==> src/rtl/incr_pkg.sv <==
// incr_pkg: shared mode enum and width limit for the incrementer family
package incr_pkg;
    typedef enum logic {MODE_WRAP, MODE_SAT} incr_mode_e;
    localparam int MAX_WIDTH = 32;
endpackage

==> src/rtl/incr_nbits.sv <==
// incr_nbits: combinational N-bit ripple incrementer, carry-out flags all-ones input
module incr_nbits #(
    parameter int WIDTH = 3
) (
    input  logic [WIDTH-1:0] A,
    output logic [WIDTH-1:0] incrA,
    output logic             cout
);
    assign incrA[0] = ~A[0];
    for (genvar i = 1; i < WIDTH; i++) begin : g_bit
        assign incrA[i] = A[i] ^ (&A[i-1:0]);
    end
    assign cout = &A;
endmodule

==> src/rtl/incr_counter.sv <==
// incr_counter: registered up/down wrap/saturate counter on incr_nbits; INCR_COUNTER_STICKY_EN adds sticky_err
module incr_counter
    import incr_pkg::*;
#(
    parameter int             WIDTH   = 8,
    parameter incr_mode_e     MODE    = MODE_WRAP,
    parameter logic [WIDTH-1:0] RST_VAL = '0
) (
    input  logic             clk,
    input  logic             rst,
    input  logic             en,
    input  logic             up_dn,
    input  logic             load,
    input  logic [WIDTH-1:0] load_val,
`ifdef INCR_COUNTER_STICKY_EN
    input  logic             clr_sticky,
    output logic             sticky_err,
`endif
    output logic [WIDTH-1:0] count,
    output logic             tc,
    output logic             ovf,
    output logic             unf
);
    if (WIDTH < 2 || WIDTH > MAX_WIDTH) begin : g_bad_width
        $error("incr_counter: WIDTH out of range");
    end
    logic [WIDTH-1:0] a, s, step, count_n;
    logic             c, step_en, ovf_n, unf_n;
    // decrement reuses the incrementer: count-1 == ~incr(~count)
    assign a    = up_dn ? count : ~count;
    assign step = up_dn ? s : ~s;
    incr_nbits #(.WIDTH(WIDTH)) u_incr (.A(a), .incrA(s), .cout(c));
    assign tc = c;
    always_comb begin
        step_en = en & ~load;
        ovf_n   = step_en & c & up_dn;
        unf_n   = step_en & c & ~up_dn;
        count_n = load ? load_val : !en ? count : (c && MODE == MODE_SAT) ? count : step;
    end
    always_ff @(posedge clk) begin
        if (rst) begin
            count <= RST_VAL;
            ovf   <= 1'b0;
            unf   <= 1'b0;
        end else begin
            count <= count_n;
            ovf   <= ovf_n;
            unf   <= unf_n;
        end
    end
`ifdef INCR_COUNTER_STICKY_EN
    always_ff @(posedge clk) begin
        if (rst) sticky_err <= 1'b0;
        else     sticky_err <= ovf_n | unf_n | (sticky_err & ~clr_sticky);
    end
`endif
endmodule

==> config.mk <==
export PLATFORM = sky130hd
export DESIGN_NAME = incr_counter
export DESIGN_NICKNAME = d
export VERILOG_FILES = /design/src/rtl/incr_pkg.sv /design/src/rtl/incr_nbits.sv /design/src/rtl/incr_counter.sv
export SDC_FILE = /design/constraint.sdc
export NUM_CORES = 1
export LEC_CHECK = 0
export ABC_CLOCK_PERIOD_IN_PS = 2300
export CORE_MARGIN = 5
export CORE_UTILIZATION = 43
export DETAILED_ROUTE_END_ITERATION = 10
export PLACE_DENSITY = 0.77
export SETUP_SLACK_MARGIN = 0.3
export SLEW_MARGIN = 20
export SYNTH_ARGS = -nofsm -noshare
export SYNTH_HDL_FRONTEND = slang
export SYNTH_SLANG_ARGS = --single-unit
export TNS_END_PERCENT = 50
==> constraint.sdc <==
create_clock -name clk -period 2.3 [get_ports clk]
set_input_delay 0.46 -clock clk [delete_from_list [all_inputs] [get_ports clk]]
set_output_delay 0.46 -clock clk [all_outputs]
set_load 0.01 [all_outputs]
After elaboration in Yosys (flattened, before gate mapping)
Index checks and enable logic that the tools add are counted.
{"block": "op_classes", "mux": 4, "bitwise": 16, "reduce_logical": 8}
{"op": "2-to-1 mux 8 bit", "count": 4}
{"op": "inverter 8 bit", "count": 2}
{"op": "AND reduction 8 bit", "count": 1}
{"op": "AND reduction 7 bit", "count": 1}
{"op": "XOR 1 bit", "count": 7}
{"op": "AND reduction 6 bit", "count": 1}
{"op": "AND reduction 5 bit", "count": 1}
{"op": "AND 1 bit", "count": 4}
{"op": "AND reduction 4 bit", "count": 1}
{"op": "inverter 1 bit", "count": 3}
{"op": "AND reduction 3 bit", "count": 1}
{"op": "AND reduction 2 bit", "count": 1}
{"op": "nonzero test 2 bit", "count": 1}
{"block": "word_totals", "reg_bits": 10, "elab_cells": 31, "inputBits": 13, "out_inout_bits": 11}

Logic depth before layout (Yosys ltp)
Gate-level depths: netlist (run 1).
{"block": "logic_depth", "depth_word": 8, "ltp_mapped": 10, "mapped_depth_nobuf": 9}

Hierarchy
Synthesis (run 1) repeated with hierarchy kept, for this count alone.
{"block": "hier_totals", "hier_cells": 80, "area_unflattened_um2": 754.5}
{"module": "incr_counter", "cells_per_inst": 68, "seq_area_each_um2": 200.2, "instances": 1, "area_each_um2": 636.9}
{"module": "incr_nbits", "cells_per_inst": 12, "seq_area_each_um2": 0.0, "instances": 1, "area_each_um2": 117.6}

Worst setup path after synthesis (run 1)
No wires, ideal clock.
{"block": "synth_timing", "kind": "input port to output port", "from": "input up_dn", "to": "output tc", "arrival_time_ns": 1.773, "path_buffers": 1, "path_stages": 6, "required_ns": 1.840, "slack_ns": 0.067, "path_cell_list": "buf_2 > xnor2_1 > ha_1 > inv_1 > o32ai_4 > a21boi_0"}
{"block": "synth_via", "elab_chain_cells": 2}
{"element": "start, declared", "line": "incr_counter.sv:12", "rtl": "input logic up_dn,"}
{"element": "2-to-1 mux 8 bit", "line": "incr_counter.sv:30", "rtl": "assign a = up_dn ? count : ~count;"}
{"element": "AND reduction 8 bit", "line": "incr_nbits.sv:13", "rtl": "assign cout = &A;"}
{"element": "end, declared", "line": "incr_counter.sv:20", "rtl": "output logic tc,"}
No other way between the ends.

Final worst setup path (run 1)
{"block": "layout_timing", "from": "register count[3]", "to": "output tc"}
{"block": "layout_via", "elab_chain_cells": 3}
{"element": "start, declared", "line": "incr_counter.sv:19", "rtl": "output logic [WIDTH-1:0] count,"}
{"element": "start signal, assigned", "line": "incr_counter.sv:46", "rtl": "count <= count_n;"}
{"element": "inverter 8 bit", "line": "incr_counter.sv:30"}
{"element": "2-to-1 mux 8 bit (*)", "line": "incr_counter.sv:30"}
{"element": "AND reduction 8 bit (*)", "line": "incr_nbits.sv:13"}
Every way passes the cells marked *; elsewhere a longest branch is shown, timed or not.

==> flow_summary.toml, run 1 <==
[status]
status = "finished, final reports clean"

[worst_setup_path]
r2r_slack_ns = 0.33
reg2reg_depth = 8
worstReg2RegEnd = "count[4]"
slowest_delay_ns = 0.40
path_cells = "or3_4 > o32ai_4 > a21boi_2 > buf_2"
crit_fanout = 2
rr_startpoint = "count[3]"
cp_slowest_cell = "or3_4"
start_kind = "flop"
endpoint_kind = "output port"
crit_required_ns = 1.84
crit_arrival_ns = 1.57
path_class = "flop to output port"

[detailed_routing]
drt-wirelength-per-cell_um = 14.15
vias_per_cell = 5.185
drt_iter0_drc = 7
drt-pass1-iter-count = 4
drc = 0
routed_wl_um = 1839
drtAntennaViolNets = 0
vias = 674

[clocking]
cts_buffers = 3
clockBufferDepth = 2
cts_tree = "yes"
cts_hold_repair.buffers = 0
cts-root-buf = "clkbuf_4"
clkSinkCount = 10
htreeDepth = 1
clk-insertion-delay-late_ns = 0.26
clkTransAtPathRegs_ns = 0.08

[logic_synthesis]
yosys.area.top_type_share_pct = 29.80
yosys_warnings = 0
ys_async_sr_fraction_pct = 0
synth_area_leader_cell = "dfxtp_1"
syn-cell-area_sq_um = 671.9
synth_cells = 74
synth_nets = 90
synth_edf_count = 0
synthFlopType = "dfxtp_1"
yosysSeqAreaShare_pct = 29.80
synthTopCellsByArea = "dfxtp_1 30%, xnor2_1 13%, mux2i_1 8.9%"
ys_ff_latch = 10
synth_cell_types = 25
syn_avg_cell_area_sq_um = 9.080

[die]
rows = 14
die_area_sq_um = 2453
initial_core_util_pct = 45.13
core_area_sq_um = 1489
ioPinCount = 24
die_h_um = 49.53
die_w_um = 49.53

[worst_hold_path]
min_to = "ovf"
hold_path.class = "flop to flop"
min-delay-start = "count[7]"
holdPathStages = 2

[global_route]
grt_pass1_vias = 720
grtUsageTotal_pct = 15.85
grt_max_degree = 12
grt_pass1_wl_um = 3049
antenna_found_initial = 0
grt_overflow_total = 0

[place]
io_buffers = 23
hpwl_um = 1427
gp_routability_congestion = 0.8789

[finish]
layout-drive-gt1-share_pct = 34.21
final_cell_mix = "21 x clkdlybuf4s50_1, 18 x buf_4, 10 x nor2_1"
syn2layout_area_growth_pct = 61.45
fin_nets = 132
num_antenna_cells = 0
final_common_cell = "clkdlybuf4s50_1"

[power]
power.total_uw = 548.0
seq_power_share_pct = 36.3
peakVddDrop_v = 0.0004288
combinationalPowerShare_pct = 41.2
p_per_area_nw_per_um2 = 505.2
switchingPower_uw = 165.9
cellLeakagePower_uw = 0.0004469
swShare_pct = 30.27
p_int_uw = 382.1
clockPowerShare_pct = 22.6

[flow_run]
cap_viol_max_count = 0

[sta]
drv_slew = 0
hold_slack_ns = 0.5783
fin_crit_ns = 2.030
hold_violations = 0
rsz0062_at_grt = "true"
fin_crit_sh_pct = 88.25
skew_ns = 0.01176
fmax_mhz = 492.7
worst_pin_slew_ns = 0.2918
max_slew_margin_pct = 80.48
setup_viol = 0
==> worst max-delay path by stage <==
stage | start | end
after floorplan | up_dn | count[4]
after global placement | up_dn | tc
after detailed placement | up_dn | tc
after CTS | count[3] | tc
after global routing | count[3] | tc
final | count[3] | tc
==> layer usage <==
layer	vias up	global-route usage, %	share of wire (%)
li1	340	-	-
met1	316	16.67	40
met2	16	28.39	53
met3	2	5.120	5.9
met4	0	6.550	0.87
met5	-	0	0
==> worst max-delay path, delay by kind of cell (launching register included) <==
kind	cells	cell delay (ns)
AND/OR/NAND/NOR	1	0.40
flip-flops	1	0.33
AO/OA/AOI/OAI	2	0.44
buffers and inverters	1	0.13
==> power by group through the flow <==
| stage | combinational [uW] | sequential [uW] | clock, uW |
|---|---|---|---|
| 2_1_floorplan | 115 | 211 | 0 |
| 3_3_place_gp | 204 | 202 | 0 |
| 3_5_place_dp | 213 | 203 | 0 |
| 4_1_cts | 228 | 199 | 127 |
| 5_1_grt | 247 | 201 | 133 |
| 6_report | 226 | 199 | 124 |
==> synth_stat cells (all sizes together) (2+ instances only) <==
library cell and instances:
or3 2, mux2i 6, xor2 2, o32ai 2
mux2 3, inv 2, a21oi 4, dfxtp 10
xnor2 10, nor3b 2, ha 3, nor2 10
buf 3, nand3 3, nand2 5
==> kinds of logic after synthesis <==
kind of cell               share of synthesized area, %
AOI/OAI and AO/OA                                 12.11
xor gates and xnor gates                          15.64
adders and majority gates                         5.587
buffers and inverters                             4.283
DFF                                               29.79
muxes                                             13.97
and+or+nand+nor                                   18.62
==> flip-flops by register name (all words and copies together), names as in the netlist <==
name,count
count,8
ovf,1
unf,1
==> area by class of cell <==
cell class,instances,area (sq um)
Multi-Input combinational cell,58,469.2
Fill cell,121,404.1
Tap cell,16,20.02
Sequential cell,10,203.9
Inverter,2,7.507
Timing Repair Buffer,41,361.6
Clock buffer,3,22.52
==> stage by stage <==
| stage | utilization (%) | std cells | setup WS (ns) | cell area [sq um] | setup TNS (ns) |
|---|---|---|---|---|---|
| final | 72.86 | 130 | 0.2703 | 1085 | 0 |
| after global routing | 72.86 | 130 | 0.2024 | 1085 | 0 |
| after CTS | 72.86 | 130 | 0.2703 | 1085 | 0 |
| after detailed placement | 68.99 | 123 | -0.7219 | 1027 | -1.775 |
| after global placement | 68.99 | 123 | -0.6823 | 1027 | -1.569 |
| after floorplan | - | 74 | 0.3146 | 699.4 | 0 |
==> timing repair <==
item | CTS | global route
pin swaps | 4 | 0
buffers inserted | 4 | 0
endpoints found under the setup margin | 7 | 2
resized for setup | 15 | 0
cloned | 0 | 0
No activity file was read; power rests on OpenSTA's default activity.
==> inputs of run 2 (changes only) <==
--- a/config.mk
+++ b/config.mk
@@ -6,6 +6,7 @@
 export NUM_CORES = 1
 export LEC_CHECK = 0
 export ABC_CLOCK_PERIOD_IN_PS = 2300
+export CAP_MARGIN = 20
 export CORE_MARGIN = 5
 export CORE_UTILIZATION = 43
 export DETAILED_ROUTE_END_ITERATION = 10
==> results of run 2 <==
Final layout, timing and power as in run 1 (identical DEF).
==> inputs of run 3 (changes only) <==
--- a/config.mk
+++ b/config.mk
@@ -8,9 +8,8 @@
 export ABC_CLOCK_PERIOD_IN_PS = 2300
 export CAP_MARGIN = 20
 export CORE_MARGIN = 5
-export CORE_UTILIZATION = 43
+export CORE_UTILIZATION = 32
 export DETAILED_ROUTE_END_ITERATION = 10
-export PLACE_DENSITY = 0.77
 export SETUP_SLACK_MARGIN = 0.3
 export SLEW_MARGIN = 20
 export SYNTH_ARGS = -nofsm -noshare
==> run 3 against run 2 <==
Global-route usage shrank 3.7 points. Combinational power shrank 3%. Flip-flop and latch count is the same. Critical path type is now input port to output port. Largest cell class unchanged. Count of clock-buffer cells in the layout is the same. Clock power is essentially flat. First-iteration DRC count grew 29%. Highest routed layer unchanged. Cell area grew 0.69%. Wire length shrank 4.6%.
==> flow_summary.toml, run 3 (synthesis results as in run 1) <==
[sta]
hold_violations = 0
final.setup.worst_slack_ns = 0.2472
drv_slew = 0
hold_slack_ns = 0.5712
skew_ns = 0.001824
fmax_mhz = 487.1
fin_crit_sh_pct = 89.25
worst_pin_slew_ns = 0.3506
setup_viol = 0
max_slew_margin_pct = 76.58
rsz0062_at_grt = "true"
fin_crit_ns = 2.053

[global_route]
grt_pass1_wl_um = 2980
grt.met1_usage_pct = 13.57
grt_overflow_total = 0
globalRouteMet2Util_pct = 20.95
antenna_found_initial = 0
grtUsageTotal_pct = 12.17
grt_pass1_vias = 669
grt.busiest_layer = "met2"
grt.met3_usage_pct = 3.480
grt_max_degree = 12

[die]
ioPinCount = 24
core_area_sq_um = 1982
initial_core_util_pct = 33.90
die_w_um = 55.82
die_h_um = 55.82
die_area_sq_um = 3116
rows = 16

[worst_setup_path]
crit_fanout = 6
worstReg2RegEnd = "count[4]"
cp_slowest_cell = "or3_4"
start_kind = "input port"
rr_startpoint = "count[3]"
reg2reg_depth = 9
path_class = "input port to output port"
crit_required_ns = 1.84
path_cells = "buf_6 > or3_4 > o32ai_4 > a21boi_2 > buf_2"
r2r_slack_ns = 0.43
crit_arrival_ns = 1.59
endpoint_kind = "output port"
slowest_delay_ns = 0.41

[detailed_routing]
drtAntennaViolNets = 0
vias_per_cell = 4.557
vias = 638
routed_wl_um = 1755
drt-pass1-iter-count = 4
drt-wirelength-per-cell_um = 12.54
drt_iter0_drc = 9
drc = 0

[clocking]
htreeDepth = 1
cts-root-buf = "clkbuf_4"
clkTransAtPathRegs_ns = 0.07
clkSinkCount = 10
clk-insertion-delay-late_ns = 0.26
cts_tree = "yes"
cts_hold_repair.buffers = 0
cts_buffers = 3
clockBufferDepth = 2

[flow_run]
cap_viol_max_count = 0

[worst_hold_path]
min-delay-start = "count[6]"
hold_path.class = "flop to flop"
min_to = "ovf"
holdPathStages = 2

[power]
peakVddDrop_v = 0.0002294
cellLeakagePower_uw = 0.0004425
p_per_area_nw_per_um2 = 492.6

[finish]
largest_register = "count"
largest_reg_flops = 8
reg_top3 = "count: 8 flops, ovf: 1 flops, unf: 1 flops"
final_cell_mix = "21 x clkdlybuf4s50_1, 17 x buf_4, 10 x nor2_1"
fin_area_sq_um = 1092
final_common_cell = "clkdlybuf4s50_1"
fillers = 187
fin_nets = 131
num_antenna_cells = 0
syn2layout_area_growth_pct = 62.57
layout-drive-gt1-share_pct = 32.74

[place]
io_buffers = 23
place_area_sq_um = 1049
dp_slack_ns = -0.7474
gp_routability_congestion = 0.7797
hpwl_um = 1361

[status]
status = "finished, final reports clean"
-- run 3: cell types whose count changed in the layout (fill, tap and decap cells not counted), sizes merged --
cell,delta
buf,-1
-- run 3: routing by layer --
metal  vias to the layer above  part of all wire [%]
met4                         0                  0.57
met5                         -                     0
met3                         2                   5.9
li1                        334                     -
met2                        17                    47
met1                       285                    46
-- run 3: report_power, final --
group          switching (uW)  internal (uW)  total (uW)
clock network            61.9           60.4         122
logic                    87.8            131         219
registers                10.4            187         197
total                     160            378         538
-- run 3: how the worst max path moves through the flow --
stage,from,endpoint,slack [ns],cells after the start
floorplan,up_dn,count[4],0.31,10
global placement,up_dn,tc,-0.70,7
detailed placement,up_dn,tc,-0.75,7
CTS,count[1],tc,0.25,6
global route,count[1],tc,0.16,6
finish,up_dn,tc,0.25,5
-- run 3: critical path, delay by kind of cell --
| kind | cells | cell delay (ns) |
|---|---|---|
| compound gates | 2 | 0.47 |
| simple gates | 1 | 0.41 |
| buf+inv | 2 | 0.25 |
-- run 3: layout make-up --
cell class / instances / area (sq um) / area share [%]
multi-input cells: 58 / 469.2 / 42.96
repair buffers: 40 / 354.1 / 32.42
flip-flops and latches: 10 / 205.2 / 18.79
well taps: 27 / 33.78 / 3.093
clock buffers: 3 / 22.52 / 2.062
inverters: 2 / 7.507 / 0.6873
-- run 3: repair_timing --
action,in CTS,in global routing
gates resized for setup,15,0
endpoints found under the setup margin,6,1
setup buffers,2,0
pin swaps,5,1
endpoints found under the hold margin,0,0
-- run 3: through the flow --
stage | instances | power, uW | util, % | setup TNS [ns]
global placement | 135 | 410.0 | 52.90 | -1.599
detailed placement | 135 | 414.9 | 52.90 | -1.861
finish | 140 | 538.0 | 55.11 | 0
CTS | 140 | 548.5 | 55.11 | 0
floorplan | 74 | 326.1 | - | 0
global route | 140 | 572.4 | 55.11 | 0
